**src/rtl/i2c_target_port.sv**
```systemverilog
// I2C target endpoint: filtered SCL/SDA sampling, START/STOP detection, 7-bit address match,
// pointer-based register-file writes and auto-incrementing reads.
module i2c_target_port #(
  parameter logic [6:0]  TARGET_ADDR = 7'h42,
  parameter int unsigned FILTER_LEN  = 4
) (
  input  logic       clk,
  input  logic       rst,
  input  logic       scl_i,
  input  logic       sda_i,
  output logic       sda_o,
  output logic       sda_oen,
  output logic [7:0] reg_addr,
  output logic [7:0] reg_wdata,
  output logic       reg_we,
  input  logic [7:0] reg_rdata,
  output logic       busy,
  output logic       addressed
);

  localparam logic [7:0] CntMax = 8'(FILTER_LEN - 1);

  typedef enum logic [2:0] {
    StIdle, StAddr, StRxPtr, StRxData, StAck, StTx, StRxAck, StIgnore
  } state_e;

  // Line vectors: bit 0 = SCL, bit 1 = SDA.
  logic [1:0] sync1_q, sync2_q, filt_q, filt_d, prev_q;
  logic [7:0] cnt_q [2];
  logic [7:0] cnt_d [2];

  state_e     state_q, state_d, ack_next_q, ack_next_d;
  logic [3:0] bit_cnt_q, bit_cnt_d;
  logic [7:0] shift_q, shift_d;
  logic       ack_on_q, ack_on_d;
  logic       oen_q, oen_d;
  logic [7:0] addr_q, addr_d;
  logic [7:0] wdata_q, wdata_d;
  logic       we_q, we_d;
  logic       busy_q, busy_d;
  logic       addressed_q, addressed_d;

  logic scl_f, sda_f, scl_p, sda_p;
  logic start_ev, stop_ev, sclr, sclf;
  logic [7:0] byte_in;

  always_comb begin
    filt_d = filt_q;
    for (int i = 0; i < 2; i++) begin
      cnt_d[i] = 8'd0;
      if (sync2_q[i] != filt_q[i]) begin
        if (cnt_q[i] == CntMax) begin
          filt_d[i] = sync2_q[i];
        end else begin
          cnt_d[i] = cnt_q[i] + 8'd1;
        end
      end
    end
  end

  assign scl_f    = filt_q[0];
  assign sda_f    = filt_q[1];
  assign scl_p    = prev_q[0];
  assign sda_p    = prev_q[1];
  assign start_ev = scl_f & scl_p & sda_p & ~sda_f;
  assign stop_ev  = scl_f & scl_p & ~sda_p & sda_f;
  assign sclr     = scl_f & ~scl_p;
  assign sclf     = ~scl_f & scl_p;
  assign byte_in  = {shift_q[6:0], sda_f};

  always_comb begin
    state_d     = state_q;
    ack_next_d  = ack_next_q;
    bit_cnt_d   = bit_cnt_q;
    shift_d     = shift_q;
    ack_on_d    = ack_on_q;
    oen_d       = oen_q;
    addr_d      = addr_q;
    wdata_d     = wdata_q;
    we_d        = 1'b0;
    busy_d      = busy_q;
    addressed_d = addressed_q;

    // Pointer advances the cycle after a write strobe.
    if (we_q) addr_d = addr_q + 8'd1;

    if (start_ev) begin
      state_d     = StAddr;
      bit_cnt_d   = 4'd0;
      busy_d      = 1'b1;
      addressed_d = 1'b0;
      oen_d       = 1'b1;
    end else if (stop_ev) begin
      state_d     = StIdle;
      busy_d      = 1'b0;
      addressed_d = 1'b0;
      oen_d       = 1'b1;
    end else begin
      unique case (state_q)
        StAddr, StRxPtr, StRxData: begin
          if (sclr) begin
            shift_d   = byte_in;
            bit_cnt_d = bit_cnt_q + 4'd1;
            if (bit_cnt_q == 4'd7) begin
              bit_cnt_d = 4'd0;
              ack_on_d  = 1'b0;
              state_d   = StAck;
              if (state_q == StAddr) begin
                if (byte_in[7:1] == TARGET_ADDR) begin
                  addressed_d = 1'b1;
                  ack_next_d  = byte_in[0] ? StTx : StRxPtr;
                end else begin
                  state_d = StIgnore;
                end
              end else if (state_q == StRxPtr) begin
                addr_d     = byte_in;
                ack_next_d = StRxData;
              end else begin
                wdata_d    = byte_in;
                we_d       = 1'b1;
                ack_next_d = StRxData;
              end
            end
          end
        end
        StAck: begin
          if (sclf) begin
            if (!ack_on_q) begin
              oen_d    = 1'b0;
              ack_on_d = 1'b1;
            end else begin
              ack_on_d = 1'b0;
              state_d  = ack_next_q;
              if (ack_next_q == StTx) begin
                // Read data bit 7 replaces the ACK drive directly.
                oen_d     = reg_rdata[7];
                shift_d   = {reg_rdata[6:0], 1'b0};
                bit_cnt_d = 4'd1;
              end else begin
                oen_d = 1'b1;
              end
            end
          end
        end
        StTx: begin
          if (sclf) begin
            if (bit_cnt_q == 4'd8) begin
              oen_d    = 1'b1;
              ack_on_d = 1'b0;
              state_d  = StRxAck;
            end else begin
              oen_d     = shift_q[7];
              shift_d   = {shift_q[6:0], 1'b0};
              bit_cnt_d = bit_cnt_q + 4'd1;
            end
          end
        end
        StRxAck: begin
          if (sclr && !ack_on_q) begin
            if (!sda_f) begin
              ack_on_d = 1'b1;
              addr_d   = addr_q + 8'd1;
            end else begin
              state_d = StIgnore;
            end
          end else if (sclf && ack_on_q) begin
            ack_on_d  = 1'b0;
            state_d   = StTx;
            oen_d     = reg_rdata[7];
            shift_d   = {reg_rdata[6:0], 1'b0};
            bit_cnt_d = 4'd1;
          end
        end
        default: ;
      endcase
    end
  end

  always_ff @(posedge clk) begin
    if (rst) begin
      sync1_q     <= 2'b11;
      sync2_q     <= 2'b11;
      filt_q      <= 2'b11;
      prev_q      <= 2'b11;
      cnt_q[0]    <= 8'd0;
      cnt_q[1]    <= 8'd0;
      state_q     <= StIdle;
      ack_next_q  <= StIdle;
      bit_cnt_q   <= 4'd0;
      shift_q     <= 8'd0;
      ack_on_q    <= 1'b0;
      oen_q       <= 1'b1;
      addr_q      <= 8'd0;
      wdata_q     <= 8'd0;
      we_q        <= 1'b0;
      busy_q      <= 1'b0;
      addressed_q <= 1'b0;
    end else begin
      sync1_q     <= {sda_i, scl_i};
      sync2_q     <= sync1_q;
      filt_q      <= filt_d;
      prev_q      <= filt_q;
      cnt_q[0]    <= cnt_d[0];
      cnt_q[1]    <= cnt_d[1];
      state_q     <= state_d;
      ack_next_q  <= ack_next_d;
      bit_cnt_q   <= bit_cnt_d;
      shift_q     <= shift_d;
      ack_on_q    <= ack_on_d;
      oen_q       <= oen_d;
      addr_q      <= addr_d;
      wdata_q     <= wdata_d;
      we_q        <= we_d;
      busy_q      <= busy_d;
      addressed_q <= addressed_d;
    end
  end

  assign sda_o     = 1'b0;
  assign sda_oen   = oen_q;
  assign reg_addr  = addr_q;
  assign reg_wdata = wdata_q;
  assign reg_we    = we_q;
  assign busy      = busy_q;
  assign addressed = addressed_q;

endmodule

```
**config.mk**
```make
export PLATFORM = sky130hd
export DESIGN_NAME = i2c_target_port
export DESIGN_NICKNAME = d
export VERILOG_FILES = /design/src/rtl/i2c_target_port.sv
export SDC_FILE = /design/constraint.sdc
export NUM_CORES = 1
export LEC_CHECK = 0
export CAP_MARGIN = 0
export CORE_ASPECT_RATIO = 0.9
export CORE_MARGIN = 3
export CORE_UTILIZATION = 45
export CTS_BUF_LIST = sky130_fd_sc_hd__clkbuf_2
export DETAILED_ROUTE_END_ITERATION = 10
export PLACE_DENSITY = 0.72
export SETUP_SLACK_MARGIN = 0.1
export SLEW_MARGIN = 40
export SYNTH_ARGS = -nofsm -noshare
export SYNTH_HDL_FRONTEND = slang
export SYNTH_SLANG_ARGS = --single-unit
```
**constraint.sdc**
```tcl
create_clock -name clk -period 2.9 [get_ports clk]
set_input_delay 0.725 -clock clk [delete_from_list [all_inputs] [get_ports clk]]
set_output_delay 0.725 -clock clk [all_outputs]
set_load 0.01 [all_outputs]
```
==> run metrics <==
run status=completed; antenna violations before repair=0; final routed wire length divided by cell count=15.5 um; via count of the first global-routing pass=2683; Total Nets Final=421; Crit-path slowest cell=sky130_fd_sc_hd__clkdlybuf4s50_1; wire length of the first global-routing pass=13300 um; worst min path class=flop to flop; number of gates resized after cts=0; maximum resistive drop on vdd=0.000219 V; clock tree from TritonCTS=done; DRC violations left=0; share of final-layout standard cells stronger than drive strength 1=0.0978; final hold violation count=0; Hold Buf Count CTS=0; detailed-routing iteration count for the pre-antenna-repair pass=5; max-cap violations=0; max incr delay on CP=0.61 ns; setup_tns=0 ns; number of flops mapped to enable cells by yosys=0; number of cells after detailed placement=486; Yosys warning count=0; worst setup skew after layout=0.0359 ns; global-route total usage across every layer=0.190; number of non-filler instances in the completed layout=502; share of async-settable or async-resettable flops after synthesis=0; number of CTS-inserted buffers=9; startpoint type of the worst setup path=flop; clk slew on worst S/H paths=0.20 ns; total placed instance area=0.00370 sq mm; CP arrival=1.71 ns; largest net degree at the start of global routing=21; leakage power total=1.36 nW; starting density of the core=0.471; sum of overflow across all layers after global routing=0; DRT iter0 DRCs=281; horizontal die dimension=97.4 um; DPL Wire Length=5390 um; Post-synth top flop=sky130_fd_sc_hd__dfxtp_1; final worst setup slack=0.462 ns; number of routed nets with antenna violations=0; Worst Max-Slew Pin Slew=0.690 ns; via total after detailed routing=2906; endpoint kind of the worst setup timing path=output port; area of the die=0.00860 sq mm; PD cells=368 mW/mm^2; fin. max-slew vios=0; period utilization=0.841; Top delay family on crit path=buffers and inverters; worst slew slack as a fraction of its limit=0.537; Yosys reg bits=63; Cell Rows=29; Die Height=88.3 um; Placeable Area=0.00718 sq mm; clk root buf=sky130_fd_sc_hd__clkbuf_2; Crit path required time=2.17 ns; mean number of vias per cell=5.79; chain of cells forming the critical path=clkdlybuf4s50_1; total setup violations reported at the end of the flow=0; Top Ports=33; final design area excluding fillers=0.00380 sq mm; Gate Count Post-Synth=383; unrepaired setup endpoints after global routing=no; sequential cell area fraction in the yosys report=0.373; Clock Tree Buf Depth=2; number of buffers and inverters on the critical path=1; H-Tree Level Count=3; IO buf count=31; RD Place Congestion=0.876; number of sinks handled by clock tree synthesis=63; sum of internal, switching and leakage power=0.00140 W; distinct cell type count after synthesis=66; Setup Crit Path Kind=flop to output port; Worst-Skew Late Latency=0.53 ns; post-layout minimum cycle time=2.44 ns; largest fanout of any net on the critical path=10; post-synthesis cell area=0.00339 sq mm; n_diodes=0; wirelength, routed=7760 um; mean post-synth cell area=8.84 sq um; pre-CTS setup slack=0.529 ns; Peak Freq=410 MHz; net count after synthesis=400; number of buffers inserted to repair setup after CTS=0; Area Growth Syn to Fin=12.1%
[sequential cells by signal, summed over array words and instances, names as in the netlist, 3 cells and up]
register	flops
bit_cnt_q	4
cnt_q	16
shift_q	8
state_q	3
ack_next_q	3
reg_wdata	8
reg_addr	8
[power by group]
group          switching, W  internal [W]
registers        0.00000430      0.000872
clock network      0.000357      0.000114
logic             0.0000242     0.0000266
[worst paths after layout]
| check | slack, ns | cells past startpoint | to | startpoint |
|---|---|---|---|---|
| worst min register to register | 0.44 | 1 | sync2_q[1] | sync1_q[1] |
| worst min-delay path | 0.44 | 1 | sync2_q[1] | sync1_q[1] |
| worst max-delay path | 0.46 | 1 | reg_we | reg_we |
| worst max register to register | 0.55 | 5 | bit_cnt_q[0] | state_q[2] |
[cells by family (layout without fill, tap and decap cells)]
| logic type | after synthesis | in the layout | share of synthesized area |
|---|---|---|---|
| XOR/XNOR | 28 | 28 | 0.0724 |
| adder cells (fa/ha/maj) | 5 | 5 | 0.0185 |
| buffers and inverters | 38 | 64 | 0.0580 |
| multiplexers | 18 | 18 | 0.0536 |
| flip-flops | 63 | 63 | 0.373 |
| AND/OR/NAND/NOR | 147 | 147 | 0.243 |
| AO/OA/AOI/OAI | 83 | 83 | 0.181 |
| other | 1 | 1 | 0.00111 |
[layer usage]
metal  share of wire  global-route usage
met4           0.021              0.0679
met2            0.44               0.299
met3           0.057              0.0575
met1            0.48               0.250
met5               0                   0
[metrics by stage]
stage	utilization	hold slack [ns]
floorplan	-	0.389
global placement	0.515	0.397
detailed placement	0.515	0.398
CTS	0.528	0.441
global route	0.528	0.468
finish	0.528	0.436
[Yosys cell counts (all sizes together) (2+ instances only)]
master / number / area, sq um
a211o: 2 / 17.5
a211oi: 3 / 22.5
a21boi: 2 / 15.0
a21o: 2 / 15.0
a21oi: 14 / 70.1
a222oi: 4 / 40.0
a22oi: 3 / 22.5
a311oi: 10 / 87.6
a31oi: 6 / 37.5
a41oi: 3 / 26.3
and2: 2 / 12.5
and3: 6 / 37.5
and3b: 5 / 43.8
and4bb: 2 / 25.0
buf: 17 / 118
clkbuf: 9 / 33.8
dfxtp: 63 / 1260
ha: 5 / 62.6
inv: 12 / 45.0
mux2i: 17 / 170
nand2: 16 / 60.1
nand2b: 8 / 50.1
nand3: 21 / 105
nand3b: 2 / 15.0
nand4: 5 / 31.3
nor2: 47 / 176
nor2b: 4 / 25.0
nor3: 7 / 46.3
nor4: 4 / 61.3
nor4b: 4 / 35.0
o211ai: 3 / 36.3
o21ai: 12 / 63.8
o22ai: 6 / 37.5
o31ai: 2 / 15.0
or2: 6 / 37.5
or3: 3 / 18.8
xnor2: 12 / 105
xor2: 16 / 140
[final cells by class]
class                           count  area, sq um
Fill cell                         688         3390
Multi-Input combinational cell    282         1930
Sequential cell                    63         1260
Timing Repair Buffer               36          348
Tap cell                           93          116
Clock inverter                      7         48.8
Clock buffer                        9         45.0
Inverter                           12         45.0
[cells in the final DEF, fill, tap and decap left out, types with 3 or more instances in the layout]
master	synthesis	final
sky130_fd_sc_hd__nand3_1	21	21
sky130_fd_sc_hd__buf_4	4	5
sky130_fd_sc_hd__a22oi_1	3	3
sky130_fd_sc_hd__ha_1	5	5
sky130_fd_sc_hd__o22ai_1	6	6
sky130_fd_sc_hd__clkinv_2	0	3
sky130_fd_sc_hd__nor2_1	47	47
sky130_fd_sc_hd__a21oi_1	14	14
sky130_fd_sc_hd__nor2b_1	4	4
sky130_fd_sc_hd__a211oi_1	3	3
sky130_fd_sc_hd__and3b_1	5	5
sky130_fd_sc_hd__a41oi_1	3	3
sky130_fd_sc_hd__nand2b_1	8	8
sky130_fd_sc_hd__xnor2_1	12	12
sky130_fd_sc_hd__a31oi_1	6	6
sky130_fd_sc_hd__mux2i_1	17	17
sky130_fd_sc_hd__o21ai_0	8	8
sky130_fd_sc_hd__and3_1	6	6
sky130_fd_sc_hd__dfxtp_1	63	63
sky130_fd_sc_hd__inv_1	12	12
sky130_fd_sc_hd__clkbuf_2	0	9
sky130_fd_sc_hd__clkdlybuf4s50_1	0	31
sky130_fd_sc_hd__a222oi_1	4	4
sky130_fd_sc_hd__nor3_1	6	6
sky130_fd_sc_hd__xor2_1	16	16
sky130_fd_sc_hd__a311oi_1	10	10
sky130_fd_sc_hd__or2_2	6	6
sky130_fd_sc_hd__nand2_1	16	16
sky130_fd_sc_hd__or3_1	3	3
sky130_fd_sc_hd__nand4_1	5	5
sky130_fd_sc_hd__nor4b_1	4	4
(Power assumes the default switching activity.)
